<file path="src/rtl/serial_frame_rx_if.sv">
// serial_frame_rx_if: groups the serial input side (strobe, bit) and the
// valid/ready output buffer of serial_frame_rx into one bundle.
//
// Handshake: a word moves from the receiver to the consumer on every rising
// clock edge where data_vld and rdy are both 1. data_out and par_err are held
// stable while data_vld is 1 and no transfer has happened yet.
//
// Signals:
//   s_en     bit strobe, s_in is only looked at while it is 1
//   s_in     serial bit
//   rdy      consumer ready
//   data_out received word
//   data_vld output buffer holds a word
//   par_err  parity status of the held word
//   frm_err  one-cycle pulse, stop bit was 0
//   overrun  one-cycle pulse, good frame dropped because buffer was full
//   busy     receiver is inside a frame
// Modports: master = stimulus / consumer side, slave = receiver.
interface serial_frame_rx_if #(
    parameter int DATA_W = 8
);
    logic              s_en;
    logic              s_in;
    logic              rdy;
    logic [DATA_W-1:0] data_out;
    logic              data_vld;
    logic              par_err;
    logic              frm_err;
    logic              overrun;
    logic              busy;

    modport master (
        output s_en, s_in, rdy,
        input  data_out, data_vld, par_err, frm_err, overrun, busy
    );

    modport slave (
        input  s_en, s_in, rdy,
        output data_out, data_vld, par_err, frm_err, overrun, busy
    );
endinterface

</file>
<file path="src/rtl/serial_frame_rx.sv">
// serial_frame_rx: rebuilds parallel words from a strobed serial stream.
// Frame (in strobed samples): start 0, DATA_W data bits LSB first, even
// parity bit, stop 1. Accepted words go to a one-entry valid/ready buffer;
// words with bad parity are still delivered, flagged by par_err.
//
// Ports:
//   clk        system clock, rising edge
//   reset_n    asynchronous active-low reset
//   bus        serial_frame_rx_if slave modport (see interface header)
//   dbg_state  current FSM state (0 IDLE, 1 DATA, 2 PAR, 3 STOP)
module serial_frame_rx #(
    parameter int DATA_W = 8
) (
    input  logic              clk,
    input  logic              reset_n,
    serial_frame_rx_if.slave  bus,
    output logic [1:0]        dbg_state
);
    localparam int CNT_W = $clog2(DATA_W + 1);

    typedef enum logic [1:0] {
        IDLE = 2'd0,
        DATA = 2'd1,
        PAR  = 2'd2,
        STOP = 2'd3
    } state_t;

    state_t            state;
    logic [CNT_W-1:0]  cnt;
    logic [DATA_W-1:0] shreg;
    logic              par_bad;
    logic [DATA_W-1:0] data_out;
    logic              data_vld;
    logic              par_err;
    logic              frm_err;
    logic              overrun;
    logic              busy;

    always_ff @(posedge clk or negedge reset_n) begin
        if (!reset_n) begin
            state    <= IDLE;
            cnt      <= '0;
            shreg    <= '0;
            par_bad  <= 1'b0;
            data_out <= '0;
            data_vld <= 1'b0;
            par_err  <= 1'b0;
            frm_err  <= 1'b0;
            overrun  <= 1'b0;
            busy     <= 1'b0;
        end else begin
            frm_err <= 1'b0;
            overrun <= 1'b0;
            // Consumer takes the word; a load below in the same cycle wins.
            if (data_vld && bus.rdy) begin
                data_vld <= 1'b0;
            end
            if (bus.s_en) begin
                case (state)
                    IDLE: begin
                        if (!bus.s_in) begin
                            state <= DATA;
                            cnt   <= '0;
                            busy  <= 1'b1;
                        end
                    end
                    DATA: begin
                        // Shift in at the MSB so the first bit lands at bit 0.
                        shreg <= {bus.s_in, shreg[DATA_W-1:1]};
                        cnt   <= cnt + CNT_W'(1);
                        if (cnt == CNT_W'(DATA_W - 1)) begin
                            state <= PAR;
                        end
                    end
                    PAR: begin
                        par_bad <= bus.s_in ^ (^shreg);
                        state   <= STOP;
                    end
                    STOP: begin
                        // A 0 here is a framing error, never a new start bit.
                        state <= IDLE;
                        busy  <= 1'b0;
                        if (bus.s_in) begin
                            if (!data_vld || bus.rdy) begin
                                data_out <= shreg;
                                par_err  <= par_bad;
                                data_vld <= 1'b1;
                            end else begin
                                overrun <= 1'b1;
                            end
                        end else begin
                            frm_err <= 1'b1;
                        end
                    end
                    default: state <= IDLE;
                endcase
            end
        end
    end

    assign bus.data_out = data_out;
    assign bus.data_vld = data_vld;
    assign bus.par_err  = par_err;
    assign bus.frm_err  = frm_err;
    assign bus.overrun  = overrun;
    assign bus.busy     = busy;
    assign dbg_state    = state;
endmodule

</file>
<file path="src/flat_wrapper.sv">
// flat-port wrapper written by rule: the top's interface ports become plain ports
module serial_frame_rx_flat 
#(
    parameter int DATA_W = 8
)
  (clk, reset_n, dbg_state, bus_s_en, bus_s_in, bus_rdy, bus_data_out, bus_data_vld, bus_par_err, bus_frm_err, bus_overrun, bus_busy);
  serial_frame_rx_if #(.DATA_W(DATA_W)) bus_i ();
  input  logic clk;
  input  logic reset_n;
  output logic [1:0] dbg_state;
  input wire logic [$bits(bus_i.s_en)-1:0] bus_s_en;
  input wire logic [$bits(bus_i.s_in)-1:0] bus_s_in;
  input wire logic [$bits(bus_i.rdy)-1:0] bus_rdy;
  output wire logic [$bits(bus_i.data_out)-1:0] bus_data_out;
  output wire logic [$bits(bus_i.data_vld)-1:0] bus_data_vld;
  output wire logic [$bits(bus_i.par_err)-1:0] bus_par_err;
  output wire logic [$bits(bus_i.frm_err)-1:0] bus_frm_err;
  output wire logic [$bits(bus_i.overrun)-1:0] bus_overrun;
  output wire logic [$bits(bus_i.busy)-1:0] bus_busy;
  assign bus_i.s_en = bus_s_en;
  assign bus_i.s_in = bus_s_in;
  assign bus_i.rdy = bus_rdy;
  assign bus_data_out = bus_i.data_out;
  assign bus_data_vld = bus_i.data_vld;
  assign bus_par_err = bus_i.par_err;
  assign bus_frm_err = bus_i.frm_err;
  assign bus_overrun = bus_i.overrun;
  assign bus_busy = bus_i.busy;
  serial_frame_rx #(.DATA_W(DATA_W)) u_core (.clk(clk), .reset_n(reset_n), .bus(bus_i), .dbg_state(dbg_state));
endmodule
</file>
<file path="config.mk">
export PLATFORM = sky130hd
export DESIGN_NAME = serial_frame_rx_flat
export DESIGN_NICKNAME = d
export VERILOG_FILES = /design/src/rtl/serial_frame_rx_if.sv /design/src/rtl/serial_frame_rx.sv /design/src/flat_wrapper.sv
export SDC_FILE = /design/constraint.sdc
export NUM_CORES = 1
export LEC_CHECK = 0
export CAP_MARGIN = 20
export CORE_UTILIZATION = 55
export CTS_CLUSTER_DIAMETER = 80
export CTS_CLUSTER_SIZE = 10
export DETAILED_ROUTE_END_ITERATION = 8
export PLACE_DENSITY = 0.81
export SLEW_MARGIN = 5
export SYNTH_ARGS = -nofsm -noshare
export SYNTH_HDL_FRONTEND = slang
export SYNTH_SLANG_ARGS = --single-unit
</file>
<file path="constraint.sdc">
create_clock -name clk -period 3.2 [get_ports clk]
set_clock_uncertainty 0.05 [all_clocks]
set_input_delay 0.64 -clock clk [delete_from_list [all_inputs] [get_ports clk]]
set_output_delay 0.64 -clock clk [all_outputs]
set_load 0.05 [all_outputs]
</file>
# Word-level counts from Yosys, hierarchy flattened
# Index checks and enable logic that the tools add are counted.
# totals
reg_bits	28
latch_bits	0
mem_bits_rw	0
rom_bits	0
in_bits	5
out_inout_bits	15
wordCells	50
mem_count	0
# classes
addsub	1
mul	0
div_mod_pow	0
magnitude_cmp	0
n_eq_ne	6
shift	0
mux	19
bitwise	1
reduce_logical	13
# op_table
operator	n
$mux W1	13
$reduce_and A3 Y1	3
$pmux W2 S4	1
$pmux W4 S2	1
$reduce_xor A8 Y1	1
$add A4 B1 Y4 const B	1
$eq A2 B2 Y1 const B	2
$eq A4 B3 Y1 const B	1
$mux W2	2
$mux W4	1
$reduce_and A2 Y1	2
$reduce_and A4 Y1	1
$reduce_bool A2 Y1	2
$eq A2 B1 Y1 const B	1
$logic_not A2 Y1	1
$ne A2 B1 Y1 const B	1
$ne A2 B2 Y1 const B	1
$pmux W1 S2	1
$logic_and A1 B1 Y1	1
$logic_not A1 Y1	1
$logic_or A1 B1 Y1	1
$xor A1 B1 Y1	1

# Depth between registers and ports, before layout
# depth
word_depth	6
mapped_depth	7
mapped_depth_nobuf	6

# Least setup slack after synthesis
# OpenSTA, ideal clock, no wires.
# synth_path
path_kind	flip-flop to flip-flop
startpoint	register u_core.state[0] (netlist: u_core.dbg_state[0])
endpoint	register u_core.state[1] (netlist: u_core.dbg_state[1])
setup_ns	0.125
arrival_time_ns	1.854
required_ns	3.025
slack_ns	1.172
stages_incl_launch_ff	6
n_path_buf	0
synth_period_minus_slack_ns	2.028
cell_sequence	dfrtp_1 -> inv_1 -> ha_1 -> a21boi_2 -> and2_1 -> mux2_2
# synth_via
elab_chain_len	3
elab_cells_between_ends	8
classes_between	5 x eq/ne; 1 x mux; 2 x reduce/logical
# synth_lines
item	line	source
start: declaration	serial_frame_rx.sv:28	state_t state;
start signal: assignment	serial_frame_rx.sv:41	state <= IDLE;
start signal: assignment	serial_frame_rx.sv:62	state <= DATA;
start signal: assignment	serial_frame_rx.sv:72	state <= PAR;
$eq A2 B1 Y1 or $logic_not A2 Y1 (tied branches)	serial_frame_rx.sv:59	case (state)
$ne A2 B1 Y1 (no source line) or $ne A2 B2 Y1 (tied branches)	n/a	
$reduce_and A3 Y1 (no source line)	n/a	
# Parallel ways exist; a longest one is shown, timed or not.
# A chain may end at the register's enable or synchronous reset.

# Worst setup path after layout
# layout_path
startpoint	register u_core.state[1] (netlist: u_core.dbg_state[1])
endpoint	output dbg_state[1]
# layout_rtl
item	line	source
end: declaration	flat_wrapper.sv:10	output logic [1:0] dbg_state;
# No word-level cell between the ends.

==> impl_metrics.xml <==
<?xml version="1.0" encoding="UTF-8"?>
<metrics>
  <group name="floorplan">
    <metric name="design.portCount" unit="">20</metric>
    <metric name="effective_utilization_at_floorplan" unit="">0.579</metric>
    <metric name="core_area" unit="um2">2190</metric>
    <metric name="fp.dieW" unit="um">50.0</metric>
    <metric name="die_height" unit="um">50.0</metric>
    <metric name="std_cell_rows" unit="">17</metric>
    <metric name="die_area" unit="um2">2500</metric>
  </group>
  <group name="sta">
    <metric name="timing.max_slew.rel_slack" unit="">0.665</metric>
    <metric name="final.setup.tns" unit="ps">0</metric>
    <metric name="max_slew_violation_count" unit="">0</metric>
    <metric name="post-route-min-period" unit="ps">2280</metric>
    <metric name="grt_setup_unrepaired" unit="">no</metric>
    <metric name="final-hold-violation-count" unit="">0</metric>
    <metric name="max_freq" unit="MHz">438</metric>
    <metric name="finalHoldWorstSlack" unit="ps">457</metric>
    <metric name="tightestPinTransition" unit="ps">501</metric>
    <metric name="period_share" unit="">0.713</metric>
    <metric name="setup_viol" unit="">0</metric>
  </group>
  <group name="detailed_routing">
    <metric name="post-route-drc-count" unit="">0</metric>
    <metric name="starting_drt_drc_count" unit="">8</metric>
    <metric name="post_drt_wl_per_cell" unit="um">13.0</metric>
    <metric name="routed_via_density" unit="">5.33</metric>
    <metric name="drt_wl_total" unit="um">1960</metric>
    <metric name="drt-pass1-iter-count" unit="">5</metric>
    <metric name="final_antenna_violating_net_count" unit="">0</metric>
    <metric name="vias" unit="">799</metric>
  </group>
  <group name="yosys">
    <metric name="synthesis.instances" unit="">99</metric>
    <metric name="synth_warnings" unit="">0</metric>
    <metric name="synth_top_family_by_area" unit="">multiplexers</metric>
    <metric name="synth_seq_cells" unit="">28</metric>
    <metric name="synth.yosys.seq_area_share" unit="">0.553</metric>
    <metric name="synthDistinctLibCells" unit="">25</metric>
    <metric name="synth-compound-area-share" unit="">0.0661</metric>
    <metric name="syn-mean-instance-area" unit="um2">12.8</metric>
    <metric name="synthXorXnorAreaFrac" unit="">0.0592</metric>
    <metric name="synth.cell_area" unit="um2">1270</metric>
    <metric name="total_nets_after_synthesis" unit="">110</metric>
    <metric name="post_synth_mux_area_share" unit="">0.168</metric>
    <metric name="synth_simple_gate_area_share" unit="">0.0731</metric>
    <metric name="synth_adder_area_share" unit="">0.0592</metric>
  </group>
  <group name="setup_path">
    <metric name="critical_path.cell_chain" unit="">clkdlybuf4s50_1</metric>
    <metric name="critical_path.endpoint_type" unit="">output port</metric>
    <metric name="worst-path-stages" unit="">1</metric>
    <metric name="worst_path_max_delay_cell" unit="">sky130_fd_sc_hd__clkdlybuf4s50_1</metric>
    <metric name="worst-r2r-cell-count" unit="">6</metric>
    <metric name="critPathRequiredTime" unit="ps">2510</metric>
    <metric name="criticalPathCategory" unit="">register to output port</metric>
    <metric name="crit_family" unit="">buffers and inverters</metric>
    <metric name="worstSetupStartpointType" unit="">register</metric>
    <metric name="critical_path_peak_fanout" unit="">5</metric>
    <metric name="buffering_stage_count_on_the_worst_path_with_inverters_included" unit="">1</metric>
    <metric name="critical-path-max-stage-delay" unit="ps">830</metric>
    <metric name="critical_path_arrival" unit="ps">1590</metric>
  </group>
  <group name="final_layout">
    <metric name="layout_commonest_cell" unit="">sky130_fd_sc_hd__dfrtp_1</metric>
    <metric name="n_antenna_cell" unit="">0</metric>
    <metric name="post-route-util" unit="">0.699</metric>
    <metric name="final_nets" unit="">134</metric>
    <metric name="synth_to_final_area_change" unit="%">20.8</metric>
    <metric name="drive_above_1_share" unit="">0.205</metric>
    <metric name="mostFrequentLayoutCells" unit="">sky130_fd_sc_hd__dfrtp_1 (28), sky130_fd_sc_hd__clkdlybuf4s50_1 (19), sky130_fd_sc_hd__mux2_2 (18), sky130_fd_sc_hd__nand2_1 (8), sky130_fd_sc_hd__ha_1 (6)</metric>
  </group>
  <group name="clock_tree">
    <metric name="cts_htree_levels" unit="">1</metric>
    <metric name="clock_insertion_delay_worst_skew" unit="ps">320</metric>
    <metric name="clk_transition_reported_paths" unit="ps">140</metric>
    <metric name="ctsLongestPathBuffers" unit="">2</metric>
    <metric name="numCtsBuffers" unit="">3</metric>
    <metric name="clock_sink_count" unit="">28</metric>
    <metric name="cts.repair.resized" unit="">0</metric>
    <metric name="cts_hold_buf" unit="">0</metric>
    <metric name="clock_tree_from_tritoncts" unit="">done</metric>
    <metric name="postCtsSetupRepairBufs" unit="">0</metric>
    <metric name="ctsRootBufferMaster" unit="">sky130_fd_sc_hd__clkbuf_4</metric>
  </group>
  <group name="worst_hold_path">
    <metric name="min_delay_path_depth" unit="">2</metric>
    <metric name="worst_hold_path_type" unit="">register to register</metric>
  </group>
  <group name="grt">
    <metric name="gr-usage-all-layers" unit="">0.179</metric>
    <metric name="grt.overflow.total" unit="">0</metric>
    <metric name="grt_pass1_vias" unit="">762</metric>
    <metric name="grt_start_max_net_pins" unit="">29</metric>
    <metric name="antenna_found_initial" unit="">0</metric>
    <metric name="grt_first_pass_wirelength" unit="um">3320</metric>
  </group>
  <group name="flow_run">
    <metric name="maxCapViolations" unit="">0</metric>
  </group>
  <group name="place">
    <metric name="buffers_on_ports" unit="">19</metric>
    <metric name="gp_routability_congestion" unit="">0.725</metric>
    <metric name="detailedPlacementHpwl" unit="um">1420</metric>
  </group>
  <group name="status">
    <metric name="run_status" unit="">finished, final reports clean</metric>
  </group>
</metrics>
==> through the flow <==
step	cell area [um2]	setup WS [ps]	std cells
3_3_place_gp	1500	923	146
3_5_place_dp	1500	925	146
5_1_grt	1530	862	150
4_1_cts	1530	897	150
2_1_floorplan	1270	1170	99
6_report	1530	918	150
==> synthesized netlist by cell type, drive strengths merged <==
master  instances  area, um2
nand2b          1       6.26
mux2           18        203
xnor3           1       22.5
nor2b           2       12.5
nand3           3       15.0
inv             4       15.0
mux2i           1       10.0
nor3            1       5.00
dfrtp          28        701
nor4            1       6.26
xor2            2       17.5
xnor2           4       35.0
a21oi           3       15.0
a32o            1       10.0
nand2           8       30.0
and2            1       6.26
o21ai           6       30.0
buf             2       12.5
a21boi          1       11.3
a311oi          1       8.76
a22o            1       8.76
nor2            3       11.3
ha              6       75.1
==> cells by family (layout without fill, tap and decap cells) <==
| family | after synthesis | count (layout) |
|---|---|---|
| flip-flops | 28 | 28 |
| AND/OR/NAND/NOR | 20 | 20 |
| multiplexers | 19 | 19 |
| AO/OA/AOI/OAI | 13 | 13 |
| XOR/XNOR | 7 | 7 |
| adder cells (fa/ha/maj) | 6 | 6 |
| buffers and inverters | 6 | 29 |
==> layout make-up <==
| cell class | instances | area (um2) |
|---|---|---|
| clock buffer | 4 | 36.3 |
| multi-input combinational | 65 | 539 |
| timing repair buffer | 21 | 205 |
| fill | 163 | 659 |
| sequential | 28 | 701 |
| inverter | 4 | 15.0 |
| tap | 28 | 35.0 |
==> metal layers <==
layer	GRT usage	wire length, um	share of wire
met1	0.228	891	0.46
met2	0.293	990	0.51
met3	0.0278	55	0.028
met4	0.0857	17	0.0087
met5	0	0	0
==> sequential cells by signal (all words and copies together), names as in the netlist <==
register	cells
u_core.bus.busy	1
u_core.bus.overrun	1
u_core.dbg_state	2
u_core.bus.data_vld	1
u_core.bus.frm_err	1
u_core.cnt	4
u_core.shreg	8
u_core.bus.par_err	1
u_core.par_bad	1
u_core.bus.data_out	8
==> path summary, 6_finish.rpt <==
check,end,slack (ps),startpoint
min in group asynchronous,u_core.bus.data_out[1],630,reset_n
worst min-delay path,u_core.par_bad,460,u_core.par_bad
max in group asynchronous,u_core.shreg[2],2220,reset_n
worst max register to register,u_core.cnt[3],1390,u_core.dbg_state[1]
worst max-delay path,dbg_state[1],920,u_core.dbg_state[1]
worst min register to register,u_core.par_bad,460,u_core.par_bad
Power is not shown: default switching activity piles up to over one toggle a cycle in this logic, so the estimate is an artifact.
